### config.mk
export PLATFORM = sky130hd
export DESIGN_NAME = counter_ctrl
export DESIGN_NICKNAME = d
export VERILOG_FILES = /design/src/rtl/counter_ctrl_pkg.sv /design/src/rtl/sync_up_counter.sv /design/src/rtl/counter_ctrl.sv
export SDC_FILE = /design/constraint.sdc
export NUM_CORES = 1
export LEC_CHECK = 0
export ABC_CLOCK_PERIOD_IN_PS = 2800
export CAP_MARGIN = 25
export CORE_UTILIZATION = 48
export DETAILED_ROUTE_END_ITERATION = 16
export PLACE_DENSITY = 0.77
export SYNTH_ARGS = -nofsm -noshare
export SYNTH_HDL_FRONTEND = slang
export SYNTH_SLANG_ARGS = --single-unit
### constraint.sdc
create_clock -name clk -period 2.8 [get_ports clk]
set_clock_uncertainty 0.1 [all_clocks]
set_input_delay 0.56 -clock clk [delete_from_list [all_inputs] [get_ports clk]]
set_output_delay 0.56 -clock clk [all_outputs]
set_load 0.02 [all_outputs]
### src/rtl/counter_ctrl_pkg.sv
// Shared types and constants for the counter controller.
package counter_ctrl_pkg;

  // Default counter width in bits.
  localparam int unsigned CounterWidthDefault = 4;

  // FSM state encoding; the values are visible on the state output port.
  typedef logic [1:0] state_t;

  localparam state_t StIdle = 2'b00;
  localparam state_t StRun  = 2'b01;
  localparam state_t StHold = 2'b10;
  localparam state_t StDone = 2'b11;

  // A sequence is in progress while running or held.
  function automatic logic state_is_busy(input state_t st);
    return (st == StRun) || (st == StHold);
  endfunction

endpackage

### src/rtl/sync_up_counter.sv
// Synchronous up counter with clear and enable. Clear wins over enable.
module sync_up_counter #(
  parameter int unsigned Width = 4
) (
  input  logic             clk_i,
  input  logic             rst_i,
  input  logic             clr_i,
  input  logic             en_i,
  output logic [Width-1:0] count_o
);

  logic [Width-1:0] count_d, count_q;

  // Next count: clear, increment or hold.
  always_comb begin
    count_d = count_q;
    if (clr_i) begin
      count_d = '0;
    end else if (en_i) begin
      count_d = count_q + Width'(1);
    end
  end

  // Count register with synchronous active-high reset.
  always_ff @(posedge clk_i) begin
    if (rst_i) begin
      count_q <= '0;
    end else begin
      count_q <= count_d;
    end
  end

  assign count_o = count_q;

endmodule

### src/rtl/counter_ctrl.sv
// Start/stop/pause controlled terminal counter with one-shot and periodic modes.
// Every output comes straight from a flop.
module counter_ctrl
  import counter_ctrl_pkg::*;
#(
  parameter int unsigned WIDTH = CounterWidthDefault
) (
  input  logic             clk,
  input  logic             reset,
  input  logic             start,
  input  logic             stop,
  input  logic             pause,
  input  logic             tick,
  input  logic             auto_reload,
  input  logic [WIDTH-1:0] limit,
  output logic [WIDTH-1:0] count,
  output logic             busy,
  output logic             done,
  output logic [1:0]       state
);

  state_t           state_d, state_q;
  logic [WIDTH-1:0] limit_d, limit_q;
  logic             auto_reload_d, auto_reload_q;
  logic             done_d, done_q;
  logic             busy_d, busy_q;
  logic             cnt_clr, cnt_en;
  logic [WIDTH-1:0] cnt_val;
  logic             at_limit;

  // >= rather than == so a corrupted count can never run past the limit.
  assign at_limit = (cnt_val >= limit_q);

  // Next-state, sequence parameters and counter controls; priority stop > start > pause > tick.
  always_comb begin
    state_d       = state_q;
    limit_d       = limit_q;
    auto_reload_d = auto_reload_q;
    done_d        = 1'b0;
    cnt_clr       = 1'b0;
    cnt_en        = 1'b0;

    if (stop) begin
      state_d = StIdle;
      cnt_clr = 1'b1;
    end else begin
      case (state_q)
        StIdle, StDone: begin
          // Ticks are ignored here; DONE keeps the terminal count on display.
          if (start) begin
            limit_d       = limit;
            auto_reload_d = auto_reload;
            cnt_clr       = 1'b1;
            state_d       = StRun;
          end
        end
        StRun: begin
          if (pause) begin
            state_d = StHold;
          end else if (tick) begin
            if (at_limit) begin
              done_d = 1'b1;
              if (auto_reload_q) begin
                cnt_clr = 1'b1;
              end else begin
                state_d = StDone;
              end
            end else begin
              cnt_en = 1'b1;
            end
          end
        end
        StHold: begin
          // The release cycle itself does not count a tick.
          if (!pause) begin
            state_d = StRun;
          end
        end
        default: begin
          state_d = StIdle;
          cnt_clr = 1'b1;
        end
      endcase
    end

    busy_d = state_is_busy(state_d);
  end

  // Control registers with synchronous active-high reset.
  always_ff @(posedge clk) begin
    if (reset) begin
      state_q       <= StIdle;
      limit_q       <= '0;
      auto_reload_q <= 1'b0;
      done_q        <= 1'b0;
      busy_q        <= 1'b0;
    end else begin
      state_q       <= state_d;
      limit_q       <= limit_d;
      auto_reload_q <= auto_reload_d;
      done_q        <= done_d;
      busy_q        <= busy_d;
    end
  end

  sync_up_counter #(
    .Width (WIDTH)
  ) u_counter (
    .clk_i   (clk),
    .rst_i   (reset),
    .clr_i   (cnt_clr),
    .en_i    (cnt_en),
    .count_o (cnt_val)
  );

  assign count = cnt_val;
  assign busy  = busy_q;
  assign done  = done_q;
  assign state = state_q;

endmodule

==> impl_results.md <==
* Final non-filler cell total at 126
* Drc violations at 0
* Share of layout cells above drive strength 1 at 9.09%
* IO buf count at 18
* Drt total wl at 1.52 mm
* Final Hold Viols at 0
* Placed Cells at 122
* Vias per cell at 5.52
* Cell Area, Synth at 825 µm²
* Max Clk Rate at 450 MHz
* Clk_lat worst skew at about 0.28 ns
* Area after DPL at 1010 µm²
* Number of global-route vias before repair at 600
* VDD IR max at 0.000287 V
* N_diodes at 0
* Fin. max-slew vios at 0
* Global-route usage over all layers at 18.6%
* Critical path's slowest cell: dfxtp_1
* Syn Inst Count at 90
* CP max FO at 8
* Min cycle time layout at 2.22 ns
* Setup crit end kind: flip-flop
* Fill count at 122
* Largest net degree at the start of global routing at 9
* Hold Crit Class: reg2reg
* Top FF cell, synth: dfxtp_1
* Reg clk slew, reported paths at approximately 0.080 ns
* Area fraction of the dominant cell type after synthesis at 31.6%
* Core ar. at 1560 µm²
* Die ar. at 1890 µm²
* Nets@finish at 130
* Async S/R FF share, synth at 0%
* Initial Util at 52.9%
* Synth Register Bits at 13
* Post-synth EDFFs at 0
* DIE WIDTH at 43.4 µm
* DRT iter0 DRCs at 25
* Total Power at 0.372 mW
* Row Count at 14
* Top delay family on crit path: compound AO/OA/AOI/OAI gates
* TritonCTS buffer count at 3
* IO Pins at 19
* RD Place Congestion at slightly below 0.9
* Clock tree root driver cell: clkbuf_4
* Largest family of logic cells by synthesized area: simple AND/OR/NAND/NOR gates
* Hpwl dp at 1.21 mm
* Power Dens Cells at 359 nW/µm²
* Multiplexer share of the synthesized area at between 7 and 8%
* DR vias at 695
* Post-synthesis sequential area ratio at 31.6%
* Synth top area cells: dfxtp_1, ha_1, mux2i_1, nor2_1, inv_1
* Post-CTS sizing at 0
* CTS HTree Levels at 1
* Syn_nets at roughly 110
* Status: finished, final reports clean
* Die height at 43.4 µm
* Post-synthesis adder-cell area fraction at 12.1%
* Xor/xnor share of the synthesized area at 3.19%
* Worst path bufs/invs at 1
* Worst EP required at about 2.9 ns
* CP peak stage delay at 0.44 ns
* Unrepaired setup endpoints after global routing: no
* Hold_buf cts at 0
* Design area at between 1000 and 1500 µm²
* # clock sinks at 13
* TritonCTS clock tree: done
* Static leakage at 0.455 nW
* Avg Synthesized Cell Area at between 9 and 10 µm²
* Final core occ at around two thirds
* Most common cell in the netlist: nor2_1
* Drt first pass iters at 4
* Max-cap violations at 0
* Final Setup Violations at 0
* Area Overhead vs Synth at 25.8%
* Routed length per instance at 12.1 µm
* Number of distinct library cells after synthesis at 34
* Detail Route Antenna Nets at 0
* Worst relative slew slack at 71.9%
* Post-Synth Simple-Gate Area at between 20% and 30%
* Setup Buffers After CTS at 0
* Setup CP Type: reg2reg
* Synth Area in Compound Gates at 17.1%
* Antenna violations before repair at 0
* Worst Tran Pin Value at 0.417 ns
* Top cell type by total area after synthesis: dfxtp_1
* Synth warn at 0
* Critical Path Source Type: flip-flop
* Top post-synthesis cells by count: nor2_1, dfxtp_1, ha_1, inv_1, mux2i_1
* Final setup TNS at 0 ns
* Critical path cell sequence: inv_1, ha_1, or3_1, a221oi_2, o21ai_1, a311oi_1, nor3_1
* Clock tree buffer depth at 2
* Period utilization at 79.4%
* CP Data Arrival Time at 2.28 ns
* Gr ovfl total at 0
* First-pass GRT wire length at 2.59 mm
-- area by class of cell --
type	count	area (µm²)	share of cell area (%)
multi-input combinational	67	519	50.1
sequential	13	260	25.1
timing repair buffer	18	180	17.4
inverter	8	30.0	2.90
clock buffer	3	22.5	2.17
tap	16	20.0	1.93
clock inverter	1	5.00	0.483
-- cells by family (layout without fill, tap and decap cells) --
| family | Yosys count | after routing |
|---|---|---|
| muxes | 6 | 6 |
| AOI/OAI and AO/OA | 17 | 17 |
| adders and majority gates | 8 | 8 |
| xor gates and xnor gates | 3 | 3 |
| DFF | 13 | 13 |
| buffers and inverters | 10 | 30 |
| and+or+nand+nor | 33 | 33 |
-- final timing paths --
kind	cells past startpoint	slack, ns	end	start
worst max-delay path	7	0.58	busy	state[0]
worst min-delay path	2	0.40	limit_q[2]	limit_q[2]
worst max register to register	7	0.58	busy	state[0]
worst min register to register	2	0.40	limit_q[2]	limit_q[2]
-- routing by layer --
metal	global-route usage, %	up-vias	part of all wire (%)
li1	-	362	-
met2	30.0	21	45
met5	0	-	0
met1	22.9	310	47
met3	7.50	2	6.7
met4	5.63	0	0.66
-- placed cells by master, fill, tap and decap left out, drive strengths merged, types with 3 or more instances in the layout --
cell type,netlist,final
clkbuf,1,3
ha,8,8
dfxtp,13,13
o21ai,6,6
nor3,3,3
mux2i,6,6
inv,8,8
nor2,15,15
clkdlybuf4s50,0,18
-- state kept, by name (all words and copies together) (netlist names) --
register	flops
auto_reload_q	1
u_counter.count_o	4
busy	1
done	1
state	2
limit_q	4
-- where the power goes --
group          internal [mW]  switching, mW
logic                 0.0340         0.0310
clock network         0.0530         0.0602
registers              0.190        0.00392
total                  0.277         0.0951
-- worst register-to-register path, cell delays in order, from the launching register on --
cell	delay (ns)
dfxtp_1	0.44
inv_1	0.09
ha_1	0.40
or3_1	0.42
a221oi_2	0.16
o21ai_1	0.13
a311oi_1	0.29
nor3_1	0.07
-- through the flow --
stage / worst slack, ns / hold WS, ns
2_1_floorplan: 0.617 / 0.363
3_3_place_gp: 0.450 / 0.376
3_5_place_dp: 0.399 / 0.386
4_1_cts: 0.605 / 0.407
5_1_grt: 0.434 / 0.444
6_report: 0.578 / 0.397
(Power assumes the default switching activity.)
==> variant (config.mk and constraints unchanged) <==
Set the package constant `CounterWidthDefault` to 3 (it was 4).
--- a/src/rtl/counter_ctrl_pkg.sv
+++ b/src/rtl/counter_ctrl_pkg.sv
@@ -2,7 +2,7 @@
 package counter_ctrl_pkg;
 
   // Default counter width in bits.
-  localparam int unsigned CounterWidthDefault = 4;
+  localparam int unsigned CounterWidthDefault = 3;
 
   // FSM state encoding; the values are visible on the state output port.
   typedef logic [1:0] state_t;
Ports: changed (resized count and limit); port bits go from 19 to 17. No check against the original RTL was run, so the function may have changed too.
==> variant against the original RTL <==
- final cell count down 17%
- worst setup slack better by 0.14 ns
- synthesized area down 16%
- synthesized cell count down 21%
- power down 11%
- cell area down 14%
- worst hold slack worse by 0.0018 ns
- routed wire length down 20%
- sequential share of layout area down 0.30 points
- sequential cell count down 2
- largest cell class unchanged
- largest power group unchanged
- highest routed layer unchanged
==> variant: results (changes against the original RTL) <==
stage;metric;value;unit;change
route;vias post-DR;561;;-19%
placement;post-place setup slack;0.580;ns;+0.181 ns
placement;GPL Wtd Cong;0.718;;-17%
power_and_ir_drop;Leakage Power;0.356;nW;-22%
global_route;GRT Total Usage;0.192;;+0.00548
route;drt wl/cell;11.7;um;-2.9%
power_and_ir_drop;Psw;0.0866;mW;-8.9%
route;first drt pass iteration count;2;;-2
sta;smallest hold slack;0.395;ns;-0.00184 ns
worst_setup_path;Worst path slowest cell;clkdlybuf4s50_1;;
yosys;sequential cell area fraction in the yosys report;0.317;;+0.00149
worst_setup_path;Worst R2R Setup Slack;0.79;ns;+0.21 ns
worst_setup_path;CP max FO;7;;-1
worst_setup_path;crit path DAT;1.42;ns;-0.86 ns
route;drt via density;5.39;;-2.2%
route;Met3 Wirelength;62;um;-39%
final_layout;fraction of layout cells with a size suffix above 1;0.146;;+0.0552
yosys;top cells by count, synth;dfxtp_1, nor2_1, ha_1;;
yosys;Synth area leaders;dfxtp_1, ha_1, mux2i_1;;
sta;Setup WS post-layout;0.718;ns;+0.140 ns
placement;Post-DP HPWL;985;um;-18%
worst_setup_path;worst r2r src;u_counter.count_o[0];;
worst_setup_path;CP max stage delay;0.66;ns;+0.22 ns
yosys;Syn Nets;88;;-19%
sta;Least-Margin Pin Slew;0.365;ns;-0.0525 ns
route;drt initial violations;4;;-84%
final_layout;nets;107;;-18%
yosys;synth unique cells;31;;-8.8%
route;DR WL met2;535;um;-22%
placement;placed inst area;861;um^2;-15%
global_route;vias in the first global route;500;;-17%
route;met1 WL;605;um;-16%
placement;Post-Place Cells;100;;-18%
status;outcome;finished, final reports clean;;
yosys;Synth top area share;0.317;;+0.00149
## variant: worst max path at each step
stage                    startpoint                   end  cells past startpoint
2_1_floorplan  u_counter.count_o[0]  u_counter.count_o[1]                      7
3_3_place_gp                  pause                  busy                      6
3_5_place_dp                  pause                  busy                      6
4_1_cts                    state[1]              state[1]                      1
5_1_grt                    state[1]              state[1]                      1
6_report                   state[1]              state[1]                      1
## variant: layout make-up
type	instances	area, um^2
repair buffers	16	160
clock inverters	1	5.00
fillers	113	429
clock buffers	3	22.5
flip-flops and latches	11	220
inverters	6	22.5
multi-input cells	52	439
well taps	15	18.8
## variant: logic make-up (layout without fill, tap and decap cells)
| family | Yosys count | after routing | synth area share |
|---|---|---|---|
| compound gates | 14 | 14 | 0.207 |
| simple gates | 24 | 24 | 0.202 |
| mux | 5 | 5 | 0.0721 |
| flops | 11 | 11 | 0.317 |
| fa+ha+maj | 7 | 7 | 0.126 |
| xor+xnor | 2 | 2 | 0.0252 |
| buf+inv | 8 | 26 | 0.0504 |
## variant: power groups by stage
stage	clock (mW)	combinational [mW]	sequential (mW)
finish	0.107	0.0607	0.165
global placement	0	0.0600	0.169
CTS	0.112	0.0612	0.165
global route	0.118	0.0662	0.166
floorplan	0	0.0353	0.170
detailed placement	0	0.0606	0.169
## variant: tightest hold or removal path, delay by kind of cell, from the launching register on
| kind | cells | cell delay, ns |
|---|---|---|
| DFF | 1 | 0.33 |
| muxes | 1 | 0.07 |
| and+or+nand+nor | 1 | 0.07 |
## variant: metal layers
layer / vias up / track usage
li1: 287 / -
met1: 260 / 0.225
met2: 12 / 0.302
met3: 2 / 0.0833
met4: 0 / 0.0776
met5: - / 0
